===== config.mk =====
export PLATFORM = sky130hd
export DESIGN_NAME = inequality
export DESIGN_NICKNAME = d
export VERILOG_FILES = /design/src/rtl/inequality.sv
export SDC_FILE = /design/constraint.sdc
export NUM_CORES = 1
export LEC_CHECK = 0
export ABC_AREA = 1
export BUFFER_PORTS_ARGS = -buffer_cell sky130_fd_sc_hd__buf_2
export CORE_AREA = 2 2 39 41
export DETAILED_ROUTE_END_ITERATION = 16
export DIE_AREA = 0 0 41 43
export GPL_TIMING_DRIVEN = 0
export PLACE_DENSITY_LB_ADDON = 0.25
export SLEW_MARGIN = 0
export SYNTH_ARGS = -nofsm -noshare
export SYNTH_HDL_FRONTEND = slang
export SYNTH_SLANG_ARGS = --single-unit

===== constraint.sdc =====
create_clock -name clk -period 1.5 [get_ports clk]
set_input_delay 0.225 -clock clk [delete_from_list [all_inputs] [get_ports clk]]
set_output_delay 0.225 -clock clk [all_outputs]
set_load 0.005 [all_outputs]

===== src/rtl/inequality.sv =====
// inequality: registered unsigned threshold/window comparator on a 4-bit
// operand. One-cycle latency, with a valid pulse tracking in_valid.
module inequality #(
  parameter int unsigned HI_T   = 5,
  parameter int unsigned LO_T   = 3,
  parameter int unsigned WIN_HI = 9
) (
  input  logic       clk,
  input  logic       rst_n,
  input  logic [3:0] NUM,
  input  logic       in_valid,
  output logic [2:0] OUT,
  output logic       out_valid
);

  localparam int unsigned NUM_W  = 4;
  localparam int unsigned FLAG_W = 3;
  localparam int unsigned MAX_T  = 15;

  // Thresholds narrowed once so that every compare is a plain 4-bit unsigned compare.
  localparam logic [NUM_W-1:0] HI_V  = NUM_W'(HI_T);
  localparam logic [NUM_W-1:0] LO_V  = NUM_W'(LO_T);
  localparam logic [NUM_W-1:0] WIN_V = NUM_W'(WIN_HI);

  // Reject out-of-range or inverted thresholds during elaboration.
  if (HI_T > MAX_T || LO_T > MAX_T || WIN_HI > MAX_T) begin : g_range_err
    $error("inequality: HI_T/LO_T/WIN_HI must be within 0..15");
  end
  if (LO_T > WIN_HI) begin : g_order_err
    $error("inequality: LO_T must not exceed WIN_HI");
  end

  logic [FLAG_W-1:0] out_q, out_d;
  logic              out_valid_q, out_valid_d;
  logic              gt_c, lt_c, win_c;

  // Raw unsigned compares of the current operand.
  always_comb begin
    gt_c  = NUM > HI_V;
    lt_c  = NUM < LO_V;
    win_c = (NUM >= LO_V) && (NUM <= WIN_V);
  end

  // Next state: load new flags on a valid input, otherwise hold them.
  always_comb begin
    out_d       = out_q;
    out_valid_d = in_valid;
    if (in_valid) begin
      out_d = {gt_c, lt_c, win_c};
    end
  end

  // Flag and valid registers; reset clears both without waiting for a clock.
  always_ff @(posedge clk or negedge rst_n) begin
    if (!rst_n) begin
      out_q       <= '0;
      out_valid_q <= 1'b0;
    end else begin
      out_q       <= out_d;
      out_valid_q <= out_valid_d;
    end
  end

  assign OUT       = out_q;
  assign out_valid = out_valid_q;

endmodule


# --- Word-level counts from Yosys, hierarchy flattened ---
# Cells that the tools add are included.
word_totals:
  ff_bits: 4
  inputBits: 7
  output_inout_bits: 4
  elab_cells: 7
op_classes:
  magnitude_cmp: 4
  n_reduce_logical: 1
ops:
  columns: ["op", "count"]
  rows:
  - ["4-bit by 2-bit >= comparator with 1-bit output (second input constant)", 1]
  - ["4-bit by 3-bit > comparator with 1-bit output (second input constant)", 1]
  - ["4-bit less-or-equal comparator (second input constant)", 1]
  - ["4-bit by 2-bit less-than comparator with 1-bit output (second input constant)", 1]
  - ["1-bit logical AND", 1]

# --- Logic depth before layout (Yosys ltp) ---
depth:
  ltp_word: 2
  depth_mapped: 4
  mapped_depth_nobuf: 4

# --- Worst setup path after synthesis ---
# OpenSTA, ideal clock, no wires.
synth_path:
  path_kind: "flip-flop to flip-flop"
  startpoint: "register, netlist name OUT[2]"
  endpoint: "register out_q[2] (netlist: OUT[2])"
  setup_ps: 127
  arrival_ps: 482
  t_required_ps: 1373
  setup_slack_ps: 890
  path_stages_with_launch: 3
  n_path_buf: 0
  period_less_slack_ps: 610
  cell_sequence: "dfrtp_1 > nand2_1 > o21ai_0"
synth_lines:
  columns: ["element", "line", "text"]
  rows:
  - ["end signal, assigned", "59", "out_q <= out_d;"]
  - ["end, declared", "33", "logic [FLAG_W-1:0] out_q, out_d;"]

# --- Worst setup path in the final report ---
layout_path:
  startpoint: "register out_q[1] (netlist: OUT[1])"
  endpoint: "output port OUT[1]"
layout_lines:
  columns: ["element", "line", "text"]
  rows:
  - ["end, declared", "12", "output logic [2:0] OUT,"]
# No word-level cell between the ends.

==> impl_summary.log <==
[metrics] part of the Yosys area used for sequential elements: 64.5%
[metrics] detailed-route via count: 161
[metrics] post-route clock skew: 0 ps
[metrics] number of levels in the clock H-tree: 1
[metrics] net count after synthesis: 24
[metrics] Clk pin slew, worst setup/hold paths: 40 ps
[metrics] cell chosen for the clock root: sky130_fd_sc_hd__clkbuf_4
[metrics] global-route total usage across every layer: 5.83%
[metrics] antenna violations before repair: 0
[metrics] type of the setup path with the least slack: flip-flop to output pin
[metrics] Hold Violations, Final: 0
[metrics] part of the power in registers: 42.3%
[metrics] count of buffer and inverter cells on the critical path: 1
[metrics] distinct cell type count of the synthesized netlist: 8
[metrics] Clock power frac: 45.4%
[metrics] CP Cell Sequence: buf_2
[metrics] total of buffers placed on input and output ports: 10
[metrics] worst-skew pair later-pin latency: 230 ps
[metrics] count of routing violations after the opening detailed-route iteration: 2
[metrics] Worst path top cell family by delay: flip-flops
[metrics] clock tree from TritonCTS: built
[metrics] number of nets with antenna violations after detailed routing: 0
[metrics] number of buffers created by CTS: 3
[metrics] total gr overflow: 0
[metrics] crit-path max cell delay: 370 ps
[metrics] share of power burned in combinational logic: 12.3%
[metrics] synthesized cell area: 155 sq um
[metrics] largest voltage drop on the vdd net: 0.176 mV
[metrics] post-CTS setup repair buffer count: 0
[metrics] largest net degree at the start of global routing: 6
[metrics] reported max-cap violation count: 0
[metrics] switching portion of total power: 21.8%
[metrics] Worst EP arrival: 730 ps
[metrics] DP Wirelength: 296 microns
[metrics] max-slew violations: 0
[metrics] cell area power density: 1120 nW/um^2
[metrics] number of remaining DRC errors: 0
[metrics] P_sw: 62.5 uW
[metrics] Yosys Warn Count: 0
[metrics] worst slew slack as a fraction of its limit: 88.6%
[metrics] net count of the finished layout: 40
[metrics] sum of internal, switching and leakage power: 287 uW
[metrics] buffer levels on the longest clock path: 2
[metrics] result of the run: complete, no violations
[metrics] final period utilization: 63.7%
[metrics] max frequency: 1050 MHz
[metrics] LEAKAGE: 0.000136 uW
[metrics] Vias per Instance: 3.43
[metrics] total negative slack: 0 ps
[metrics] Critical Path Fanout Max: 2
[metrics] wire length of the first global-routing pass: 614 microns
[metrics] overall routed net length: 364 microns
[metrics] Core Footprint: 1380 sq um
[metrics] width of the chip: 41 microns
[metrics] number of global-route vias before repair: 159
[metrics] Syn-to-layout area delta: 66.1%
[metrics] slew at the pin with the worst max-slew slack: 169 ps
[metrics] Post-Synthesis Cells: 17
[metrics] critical path endpoint category: output pin
[metrics] required time of the critical path: 1270 ps
[metrics] worst reg2reg setup slack: 890 ps
[metrics] slowest cell on the critical path: sky130_fd_sc_hd__dfrtp_1
[metrics] share of the core filled with cells in the final layout: 18.6%
[metrics] height of the die: 43 microns
[metrics] Boundary Pins: 11
[metrics] mean area per synthesized cell: 9.13 sq um
[metrics] total of endpoints with negative setup slack in the final report: 0
[metrics] Period minus WS final: 955 ps
[metrics] setup repair after global routing missed its margin: no
[metrics] Hold Crit Class: primary input to flip-flop
[metrics] clock sink total: 4
[metrics] weighted congestion at the end of routability-driven global placement: 0.653
[metrics] share of final-layout standard cells stronger than drive strength 1: 41.9%
[metrics] overall die area: 1760 sq um
[metrics] worst slack on hold paths: 135 ps
[metrics] drt pass-1 iters: 3
[metrics] effective utilization at floorplan: 11.2%
[metrics] Antenna Cells: 0
[metrics] synthesized flop and latch total: 4
[metrics] mean routed wirelength per cell: 7.74 microns
[metrics] standard-cell rows: 14
[metrics] cell internal pwr: 225 uW
[metrics] CP Launch Type: flip-flop
==> worst reg2reg max path: stages (launching register included) <==
cell and delay [ps]:
sky130_fd_sc_hd__dfrtp_1 360, sky130_fd_sc_hd__nand2_1 60, sky130_fd_sc_hd__o21ai_0 70
==> sequential cells by signal (all words and copies together) (netlist names) <==
name and cells:
OUT 3, out_valid 1
==> layer usage <==
layer	global-route usage, %	vias to the layer above	part of all wire (%)
li1	-	83	-
met1	6.77	68	48
met2	5.63	10	35
met3	5.24	0	16
met4	6.00	0	0
met5	0	-	0
==> synth_stat cells <==
master | n | area (sq um)
sky130_fd_sc_hd__a21oi_1 | 1 | 5.00
sky130_fd_sc_hd__dfrtp_1 | 4 | 100
sky130_fd_sc_hd__inv_1 | 1 | 3.75
sky130_fd_sc_hd__nand2_1 | 6 | 22.5
sky130_fd_sc_hd__nand3_1 | 1 | 5.00
sky130_fd_sc_hd__nor2_1 | 1 | 3.75
sky130_fd_sc_hd__o21ai_0 | 2 | 10.0
sky130_fd_sc_hd__o21ai_1 | 1 | 5.00
==> repair_timing <==
| action | 4_1_cts | 5_1_grt |
|---|---|---|
| resized for setup | 0 | 0 |
| hold endpoints to repair | 4 | 0 |
| hold buffers | 1 | 0 |
==> area by class of cell <==
| cell class | count | area [sq um] |
|---|---|---|
| Fill cell | 168 | 1130 |
| Sequential cell | 4 | 100 |
| Multi-Input combinational cell | 12 | 51.3 |
| Tap cell | 16 | 20.0 |
| Inverter | 1 | 3.75 |
| Clock buffer | 3 | 22.5 |
| Timing Repair Buffer | 11 | 60.1 |
==> stage by stage <==
stage	cells	setup slack, ps	cell area [sq um]
global route	47	517	258
finish	47	545	258
global placement	43	743	225
detailed placement	43	741	225
floorplan	17	890	155
CTS	47	537	258
==> path summary, 6_finish.rpt <==
check,startpoint,endpoint,depth (start not counted)
setup reg to reg,OUT[2],OUT[2],2
setup / recovery,OUT[1],OUT[1],1
hold / removal,in_valid,out_valid,1
max in group asynchronous,rst_n,OUT[0],2
min in group asynchronous,rst_n,OUT[1],2
hold reg to reg,OUT[2],OUT[2],2
==> power by group through the flow <==
stage	sequential [uW]	combinational, uW	clock [uW]
3_5_place_dp	123	34.2	0
3_3_place_gp	123	34.5	0
6_report	122	35.4	130
2_1_floorplan	124	10.6	0
5_1_grt	122	42.3	145
4_1_cts	122	36.4	139
==> logic make-up (layout without fill, tap and decap cells) <==
group	Yosys count	count (layout)	synth area share (%)
buffers and inverters	1	15	2.42
AOI/OAI and AO/OA	4	4	12.9
and+or+nand+nor	8	8	20.2
DFF	4	4	64.5
==> cell usage in the layout (no fill, tap or decap) <==
cell / n
sky130_fd_sc_hd__dfrtp_1: 4
sky130_fd_sc_hd__clkbuf_4: 3
sky130_fd_sc_hd__nand3_1: 1
sky130_fd_sc_hd__nand2_1: 6
sky130_fd_sc_hd__o21ai_1: 1
sky130_fd_sc_hd__buf_2: 10
sky130_fd_sc_hd__o21ai_0: 2
sky130_fd_sc_hd__dlygate4sd3_1: 1
sky130_fd_sc_hd__inv_1: 1
sky130_fd_sc_hd__a21oi_1: 1
sky130_fd_sc_hd__nor2_1: 1
Power figures use the tool's default switching activity.
